## config.mk

```make
export PLATFORM = sky130hd
export DESIGN_NAME = id_ex_stage
export DESIGN_NICKNAME = d
export VERILOG_FILES = /design/src/rtl/id_ex_stage_pkg.sv /design/src/rtl/hazard_detect.sv /design/src/rtl/id_ex_stage.sv
export SDC_FILE = /design/constraint.sdc
export NUM_CORES = 1
export LEC_CHECK = 0
export CAP_MARGIN = 10
export CELL_PAD_IN_SITES_DETAIL_PLACEMENT = 0
export CELL_PAD_IN_SITES_GLOBAL_PLACEMENT = 1
export CORE_AREA = 3 3 165 167
export DETAILED_ROUTE_END_ITERATION = 10
export DIE_AREA = 0 0 168 170
export GPL_TIMING_DRIVEN = 1
export MAX_ROUTING_LAYER = met4
export PLACE_DENSITY = 0.79
export RECOVER_POWER = 100
export SYNTH_ARGS = -nofsm -noshare
export SYNTH_HDL_FRONTEND = slang
export SYNTH_HIERARCHICAL = 1
export SYNTH_SLANG_ARGS = --single-unit
```

## constraint.sdc

```tcl
create_clock -name clk -period 2.9 [get_ports clk]
set_input_delay 0.87 -clock clk [delete_from_list [all_inputs] [get_ports clk]]
set_output_delay 0.87 -clock clk [all_outputs]
set_load 0.01 [all_outputs]
```

## src/rtl/id_ex_stage_pkg.sv

```systemverilog
// ============================================================================
// id_ex_stage_pkg
// Shared constants for the ID/EX pipeline slice:
//   - RISC-V base opcode constants used by the decode side of the core
//   - ResultSrc encodings (ALU / MEM / PC+4)
//   - zero-register index
//   - packed control bundle carried from decode into execute
// ============================================================================
package id_ex_stage_pkg;

    // Base opcodes (RV32I) shared with the control unit
    localparam logic [6:0] OP_LOAD   = 7'b0000011;
    localparam logic [6:0] OP_STORE  = 7'b0100011;
    localparam logic [6:0] OP_RTYPE  = 7'b0110011;
    localparam logic [6:0] OP_ITYPE  = 7'b0010011;
    localparam logic [6:0] OP_BRANCH = 7'b1100011;
    localparam logic [6:0] OP_JAL    = 7'b1101111;
    localparam logic [6:0] OP_LUI    = 7'b0110111;

    // Writeback result selection
    localparam logic [1:0] RESULT_ALU = 2'b00;
    localparam logic [1:0] RESULT_MEM = 2'b01;
    localparam logic [1:0] RESULT_PC4 = 2'b10;

    // x0 is hardwired to zero and never produces a hazard
    localparam logic [4:0] REG_ZERO = 5'd0;

    // Control fields travelling with an instruction from decode to execute
    typedef struct packed {
        logic       reg_write;
        logic       mem_write;
        logic       jump;
        logic       branch;
        logic       alu_src;
        logic       op5;
        logic       load_byte;
        logic [1:0] result_src;
        logic [2:0] alu_control;
    } ctrl_t;

endpackage : id_ex_stage_pkg

```

## src/rtl/hazard_detect.sv

```systemverilog
// ============================================================================
// hazard_detect
// Combinational load-use comparator. Flags a stall when the instruction in
// execute is a valid load writing a non-zero register that the instruction
// in decode names as rs1 or rs2.
// Ports:
//   valid_e      in   execute slot holds a real instruction
//   result_src_e in   execute-stage result select
//   rd_e         in   execute-stage destination register
//   rs1_d, rs2_d in   decode-stage source registers
//   lw_stall     out  load-use hazard detected
// ============================================================================
module hazard_detect
    import id_ex_stage_pkg::*;
(
    input  logic       valid_e,
    input  logic [1:0] result_src_e,
    input  logic [4:0] rd_e,
    input  logic [4:0] rs1_d,
    input  logic [4:0] rs2_d,
    output logic       lw_stall
);

    logic is_load;
    logic dest_live;
    logic src_match;

    // Sources are compared whether or not the instruction actually reads
    // them; a spurious stall costs one cycle, a missed one corrupts data.
    always_comb begin
        is_load   = valid_e && (result_src_e == RESULT_MEM);
        dest_live = (rd_e != REG_ZERO);
        src_match = (rd_e == rs1_d) || (rd_e == rs2_d);
        lw_stall  = is_load && dest_live && src_match;
    end

endmodule : hazard_detect

```

## src/rtl/id_ex_stage.sv

```systemverilog
// ============================================================================
// id_ex_stage
// ID/EX pipeline register with load-use stall / branch flush control and
// saturating event counters.
// Ports:
//   clk, rst_n                 clock, asynchronous active-low reset
//   *D                         decode-stage control, operands, register ids
//   ValidD                     decode slot holds a real instruction
//   PCSrcE                     execute stage redirects the PC
//   *E, ValidE                 registered execute-stage copies
//   StallF, StallD             hold fetch PC and IF/ID register
//   FlushD                     clear IF/ID register
//   BubbleCount, FlushCount    saturating counts of load-use bubbles and
//                              branch/jump flushes
// ============================================================================
module id_ex_stage
    import id_ex_stage_pkg::*;
#(
    parameter int XLEN = 32,
    parameter int CNTW = 16
) (
    input  logic            clk,
    input  logic            rst_n,

    input  logic            RegWriteD,
    input  logic            MemWriteD,
    input  logic            JumpD,
    input  logic            BranchD,
    input  logic            ALUSrcD,
    input  logic            Op5D,
    input  logic            LoadByteD,
    input  logic [1:0]      ResultSrcD,
    input  logic [2:0]      ALUControlD,
    input  logic [XLEN-1:0] RD1D,
    input  logic [XLEN-1:0] RD2D,
    input  logic [XLEN-1:0] PCD,
    input  logic [XLEN-1:0] PCPlus4D,
    input  logic [XLEN-1:0] ImmExtD,
    input  logic [4:0]      Rs1D,
    input  logic [4:0]      Rs2D,
    input  logic [4:0]      RdD,
    input  logic            ValidD,
    input  logic            PCSrcE,

    output logic            RegWriteE,
    output logic            MemWriteE,
    output logic            JumpE,
    output logic            BranchE,
    output logic            ALUSrcE,
    output logic            Op5E,
    output logic            LoadByteE,
    output logic [1:0]      ResultSrcE,
    output logic [2:0]      ALUControlE,
    output logic [XLEN-1:0] RD1E,
    output logic [XLEN-1:0] RD2E,
    output logic [XLEN-1:0] PCE,
    output logic [XLEN-1:0] PCPlus4E,
    output logic [XLEN-1:0] ImmExtE,
    output logic [4:0]      Rs1E,
    output logic [4:0]      Rs2E,
    output logic [4:0]      RdE,
    output logic            ValidE,

    output logic            StallF,
    output logic            StallD,
    output logic            FlushD,

    output logic [CNTW-1:0] BubbleCount,
    output logic [CNTW-1:0] FlushCount
);

    localparam logic [CNTW-1:0] CNT_MAX = '1;
    localparam logic [CNTW-1:0] CNT_ONE = CNTW'(1);

    logic  lw_stall;
    logic  flush_e;
    logic  stall;
    ctrl_t ctrl_d;
    ctrl_t ctrl_q;

    hazard_detect u_hazard_detect (
        .valid_e      (ValidE),
        .result_src_e (ResultSrcE),
        .rd_e         (RdE),
        .rs1_d        (Rs1D),
        .rs2_d        (Rs2D),
        .lw_stall     (lw_stall)
    );

    // A redirect overrides a load-use stall: the decode instruction is
    // being thrown away, so there is nothing to hold.
    always_comb begin
        stall   = lw_stall && !PCSrcE;
        flush_e = PCSrcE || lw_stall;
        StallF  = stall;
        StallD  = stall;
        FlushD  = PCSrcE;
    end

    // Side-effecting controls are dropped for an empty decode slot so a
    // non-instruction can never write the register file, memory or PC.
    always_comb begin
        ctrl_d             = '0;
        ctrl_d.reg_write   = RegWriteD && ValidD;
        ctrl_d.mem_write   = MemWriteD && ValidD;
        ctrl_d.jump        = JumpD     && ValidD;
        ctrl_d.branch      = BranchD   && ValidD;
        ctrl_d.alu_src     = ALUSrcD;
        ctrl_d.op5         = Op5D;
        ctrl_d.load_byte   = LoadByteD;
        ctrl_d.result_src  = ResultSrcD;
        ctrl_d.alu_control = ALUControlD;
    end

    // Pipeline register: a flush inserts an all-zero bubble, otherwise the
    // decode contents advance one stage.
    always_ff @(posedge clk or negedge rst_n) begin
        if (!rst_n) begin
            ctrl_q   <= '0;
            RD1E     <= '0;
            RD2E     <= '0;
            PCE      <= '0;
            PCPlus4E <= '0;
            ImmExtE  <= '0;
            Rs1E     <= '0;
            Rs2E     <= '0;
            RdE      <= '0;
            ValidE   <= 1'b0;
        end else if (flush_e) begin
            ctrl_q   <= '0;
            RD1E     <= '0;
            RD2E     <= '0;
            PCE      <= '0;
            PCPlus4E <= '0;
            ImmExtE  <= '0;
            Rs1E     <= '0;
            Rs2E     <= '0;
            RdE      <= '0;
            ValidE   <= 1'b0;
        end else begin
            ctrl_q   <= ctrl_d;
            RD1E     <= RD1D;
            RD2E     <= RD2D;
            PCE      <= PCD;
            PCPlus4E <= PCPlus4D;
            ImmExtE  <= ImmExtD;
            Rs1E     <= Rs1D;
            Rs2E     <= Rs2D;
            RdE      <= RdD;
            ValidE   <= ValidD;
        end
    end

    always_comb begin
        RegWriteE   = ctrl_q.reg_write;
        MemWriteE   = ctrl_q.mem_write;
        JumpE       = ctrl_q.jump;
        BranchE     = ctrl_q.branch;
        ALUSrcE     = ctrl_q.alu_src;
        Op5E        = ctrl_q.op5;
        LoadByteE   = ctrl_q.load_byte;
        ResultSrcE  = ctrl_q.result_src;
        ALUControlE = ctrl_q.alu_control;
    end

    // Event counters stick at all-ones so a long run never reads as a
    // small count after wrapping.
    always_ff @(posedge clk or negedge rst_n) begin
        if (!rst_n) begin
            BubbleCount <= '0;
            FlushCount  <= '0;
        end else begin
            if (stall && (BubbleCount != CNT_MAX)) begin
                BubbleCount <= BubbleCount + CNT_ONE;
            end
            if (PCSrcE && (FlushCount != CNT_MAX)) begin
                FlushCount <= FlushCount + CNT_ONE;
            end
        end
    end

endmodule : id_ex_stage

```

* Word-level counts from Yosys, hierarchy flattened
Cells that the tools add are included.
** Storage, ports and cells
- Register bits :: 220
- Word-level logic and storage cells :: 51
- Output and inout bits :: 223
** Operators by class
- Mux-type cells :: 10
- Add/subtract/negate cells :: 2
- Reductions and logical operators :: 14
- Eq/ne operators :: 5
** Operator list (number)
- $mux 32 :: 5
- $add 16x1->16 const B :: 2
- $ne 16x16->1 const B :: 2
- $mux 5 :: 3
- $mux 12 :: 1
- $eq 5x5->1 :: 2
- $logic_and 1x1->1 :: 10
- $reduce_bool 5->1 :: 1
- $eq 2x1->1 const B :: 1
- $logic_or 1x1->1 :: 2
- $logic_not 1->1 :: 1
- $mux 1 :: 1

* Logic depth before layout (Yosys ltp)
- Depth in word-level cells :: 6
- Mapped depth :: 9
- Depth with buffers taken out :: 9

* Modules after synthesis
The synthesis kept the hierarchy.
** By module, submodules not included
- id_ex_stage :: cells an instance 545, area each 7569.8 um2, seq. area each 5505.3 um2, times used 1
- hazard_detect :: cells an instance 19, area each 132.6 um2, seq. area each 0.0 um2, times used 1

* Worst setup path after synthesis
No wires, ideal clock.
- Kind :: input to output
- Start :: input Rs1D[2]
- End :: output StallF
- Required time :: 2.030 ns
- Cell stages on the path :: 7
- Buffers on the path :: 1
- Slack :: 0.177 ns
- Arrival time :: 1.853 ns
- Cells stage by stage :: xor2_1 > nor3_1 > nand3_1 > a21oi_1 > nand2b_1 > inv_1 > buf_4
** On the way
- Longest elaborated chain between the ends :: 4
** Ends and longest elaborated chain
- start: declaration :: line id_ex_stage.sv:39 : input logic [4:0] Rs1D,
- $eq 5x5->1 :: line hazard_detect.sv:33 : src_match = (rd_e == rs1_d) || (rd_e == rs2_d);
- $logic_or 1x1->1 :: line hazard_detect.sv:33
- $logic_and 1x1->1 :: line hazard_detect.sv:34 : lw_stall = is_load && dest_live && src_match;
- via lw_stall :: line id_ex_stage.sv:75 : logic lw_stall;
- $logic_and 1x1->1 :: line id_ex_stage.sv:93 : stall = lw_stall && !PCSrcE;
- end: declaration :: line id_ex_stage.sv:64 : output logic StallF,
The timed path passes the listed nets, and every way through them passes these cells.

* Worst setup path after layout
- Start :: input Rs1D[0]
- End :: output StallF
Same word-level chain as after synthesis.

==> run_results.csv <==
group,metric,value,unit
final_layout,mostFrequentLayoutCell,"sky130_fd_sc_hd__clkdlybuf4s50_1",
place,gp_routability_congestion,0.796,
detailed_routing,drt-vias-per-instance,4.21,
timing,finalWorstSetupSlack,0.0459,ns
yosys,ys_seq_elements,220,
cts,max-clock-path-buffers,3,
timing,worst_hold_slack,0.520,ns
die,die-area,0.0286,mm²
die,floorplan.initialDensity,0.297,
timing,final_cycle_share,0.984,
critical_path,critPathArrivalTime,1.98,ns
power,leakagePower,5.73,nW
yosys,synthesis.nets,757,
min_path,holdPathEnd,"BubbleCount[11]",
grt,grt_max_degree,61,
critical_path,rr_worst_depth,8,
grt,met1_demand_to_capacity_share_in_global_routing,0.177,
critical_path,critPathCaptureType,"primary output",
grt,grt_pass1_wl,35200,µm
final_layout,layout-area-overhead-vs-synth,70.3,%
timing,tightestPinTransition,1.60,ns
timing,rsz0062_at_grt,"yes",
yosys,postSynth.topFlopCell,"sky130_fd_sc_hd__dfrtp_1",
yosys,gate_count_of_the_mapped_netlist,564,
job,cap_violations,1,
min_path,hold_path.startpoint,"BubbleCount[11]",
place,dpl.hpwl,17900,µm
detailed_routing,routed_wirelength,23300,µm
die,dieWidth,168,µm
critical_path,timing.reg2reg.setup_slack,0.54,ns
timing,fin_skew,0.00891,ns
power,total_power,0.00739,W
detailed_routing,drt_iter0_drc,234,
die,fp.dieH,170,µm
yosys,edff_count_synth,0,
detailed_routing,drt-wirelength-per-cell,17.2,µm
timing,fmax,350,MHz
die,core.rowCount,59,
power,power.density_cell_area,563,mW/mm²
critical_path,worst-setup-path-type,"in -> out",
yosys,fraction_of_the_yosys_area_taken_by_sequential_cells,0.715,
timing,min_period,2.85,ns
place,dp_worst_setup_slack,-0.792,ns
yosys,post_synth_xor_area_fraction,0.0353,
grt,globalRoute.busiestLayer,"met2",
yosys,synth_top_family_by_area,"simple AND/OR/NAND/NOR gates",
die,fp.coreArea,0.0259,mm²
yosys,synthMuxAreaShare,0.00780,
critical_path,rr_endpoint,"PCE[11]",
yosys,cell_area_after_synthesis,0.00770,mm²
cts,clock_sinks,220,
yosys,synth-warning-count,6,
critical_path,r2r_start,"RdE[2]",
final_layout,design.final.nets,1196,
detailed_routing,ant_nets,0,
grt,grt.met3_usage,0.0636,
timing,slew_headroom,-0.0684,
yosys,postSynthAreaPerCell,13.7,µm²
final_layout,layout.cells.most_common_list,"398 x sky130_fd_sc_hd__clkdlybuf4s50_1, 217 x sky130_fd_sc_hd__dfrtp_1, 185 x sky130_fd_sc_hd__and2_1",
detailed_routing,first_pass_iters,4,
run_status,failed_checks,"max-capacitance violations, max-slew violations",
yosys,async_flop_share,1.00,
grt,met2_usage,0.283,
place,placement.io_buffers,413,
grt,first_global_vias,6004,
detailed_routing,vias,5699,
critical_path,critPathMaxFanout,3,
die,num_io_pins,414,
final_layout,proportion_of_layout_cells_with_a_drive_suffix_above_1,0.0816,
cts,tritoncts_buffer_count,25,
power,max-vdd-ir-drop,433,µV
timing,finalSetupViolations,0,
run_status,run_status,"finished with violations",
critical_path,worst_ep_required_time,2.03,ns
yosys,synth_fa_ha_area_frac,0.00325,
cts,clk-insertion-delay-late,0.51,ns
yosys,synth_compound_gate_area_share,0.0206,
critical_path,start_kind,"input port",
min_path,holdCritPathClass,"reg -> reg",
timing,final_max_slew_viol_count,60,
cts,cts_root_buf,"sky130_fd_sc_hd__clkbuf_16",
min_path,holdPathStages,1,
grt,number_of_antenna_violations_at_the_first_check_in_global_routing,2,
grt,grt.overflow.total,0,
yosys,synthDistinctLibCells,39,
yosys,synth_simple_gate_area_share,0.204,
critical_path,cp-startpoint,"Rs1D[0]",
cts,worst_setup_hold_path_clk_slew,0.06,ns
cts,cts_htree_levels,1,
grt,grt_use_total,0.162,
cts,tritoncts,"built",
detailed_routing,route.detailed.drc,0,
timing,hold_violations,0,
==> through the flow <==
step	utilization	area, µm²	TNS, ns	std cells
detailed placement	0.478	12400	-16.03	1308
floorplan	-	7700	0	564
global route	0.506	13100	-0.0644	1354
CTS	0.508	13200	0	1350
finish	0.506	13100	0	1354
global placement	0.478	12400	-20.95	1308
==> cell type report <==
| cell class | instances | area (µm²) |
|---|---|---|
| fill | 2292 | 12800 |
| sequential | 220 | 5510 |
| timing repair buffer | 436 | 4310 |
| multi-input combinational | 318 | 2120 |
| clock buffer | 34 | 679 |
| tap | 335 | 419 |
| clock inverter | 7 | 60.1 |
| inverter | 2 | 7.51 |
| antenna | 2 | 5.00 |
==> cell usage after synthesis, drive strengths merged (4+ instances only) <==
| master | instances | area (µm²) |
|---|---|---|
| dfrtp | 220 | 5510 |
| and2 | 185 | 1160 |
| clkbuf | 20 | 75.1 |
| xnor2 | 18 | 158 |
| nand3 | 14 | 75.1 |
| nand2 | 13 | 48.8 |
| xor2 | 13 | 114 |
| nor2 | 10 | 37.5 |
| nand4 | 9 | 62.6 |
| a21oi | 7 | 35.0 |
| and3 | 6 | 37.5 |
| mux2 | 5 | 60.1 |
| nor3 | 5 | 25.0 |
| nor4 | 5 | 31.3 |
| and4 | 4 | 35.0 |
| buf | 4 | 31.3 |
| o21ai | 4 | 20.0 |
==> per-layer routing <==
| layer | share of wire | up-vias |
|---|---|---|
| li1 | - | 2691 |
| met1 | 0.36 | 2732 |
| met2 | 0.52 | 245 |
| met3 | 0.098 | 31 |
| met4 | 0.018 | 0 |
| met5 | 0 | - |
==> how the worst max path moves through the flow <==
stage	endpoint	slack [ns]	depth (start not counted)
floorplan	StallF	0.18	7
global placement	StallF	-0.81	8
detailed placement	StallF	-0.79	8
CTS	StallF	0.001	6
global route	StallF	-0.03	8
finish	StallF	0.05	8
==> repair_timing <==
action                                  4_1_cts  5_1_grt
buffers inserted                              1        2
endpoints found under the setup margin        3        2
hold buffers                                  0        0
gates resized for setup                      37        8
pin swaps                                     7        8
==> critical path, stage by stage <==
cell and delay, ns:
sky130_fd_sc_hd__clkdlybuf4s15_1 0.19, sky130_fd_sc_hd__xor2_1 0.16, sky130_fd_sc_hd__nor3_2 0.18, sky130_fd_sc_hd__nand3_1 0.10, sky130_fd_sc_hd__a21oi_2 0.18, sky130_fd_sc_hd__nand2b_1 0.10, sky130_fd_sc_hd__inv_2 0.10, sky130_fd_sc_hd__buf_6 0.10
==> sequential cells by signal (all words and copies together), names as in the netlist <==
register / count
BubbleCount: 16
ValidE: 1
ResultSrcE: 2
JumpE: 1
ALUControlE: 3
Op5E: 1
BranchE: 1
ALUSrcE: 1
FlushCount: 16
Rs1E: 5
RD2E: 32
MemWriteE: 1
PCPlus4E: 32
Rs2E: 5
RdE: 5
ImmExtE: 32
RD1E: 32
PCE: 32
LoadByteE: 1
RegWriteE: 1
==> cell families after synthesis <==
family,Yosys count
buffers and inverters,26
DFF,220
AOI/OAI and AO/OA,21
adders and majority gates,2
muxes,5
xor gates and xnor gates,31
and+or+nand+nor,259
==> report_power, final <==
part           switching, W  leakage, nW  total [W]  internal, W
sequential         0.000115         2.85    0.00337      0.00326
clock               0.00117        0.368    0.00288      0.00171
combinational      0.000443         2.51    0.00113     0.000687
total               0.00173         5.73    0.00739      0.00566
Note: power is estimated with default switching activity, not from simulation.
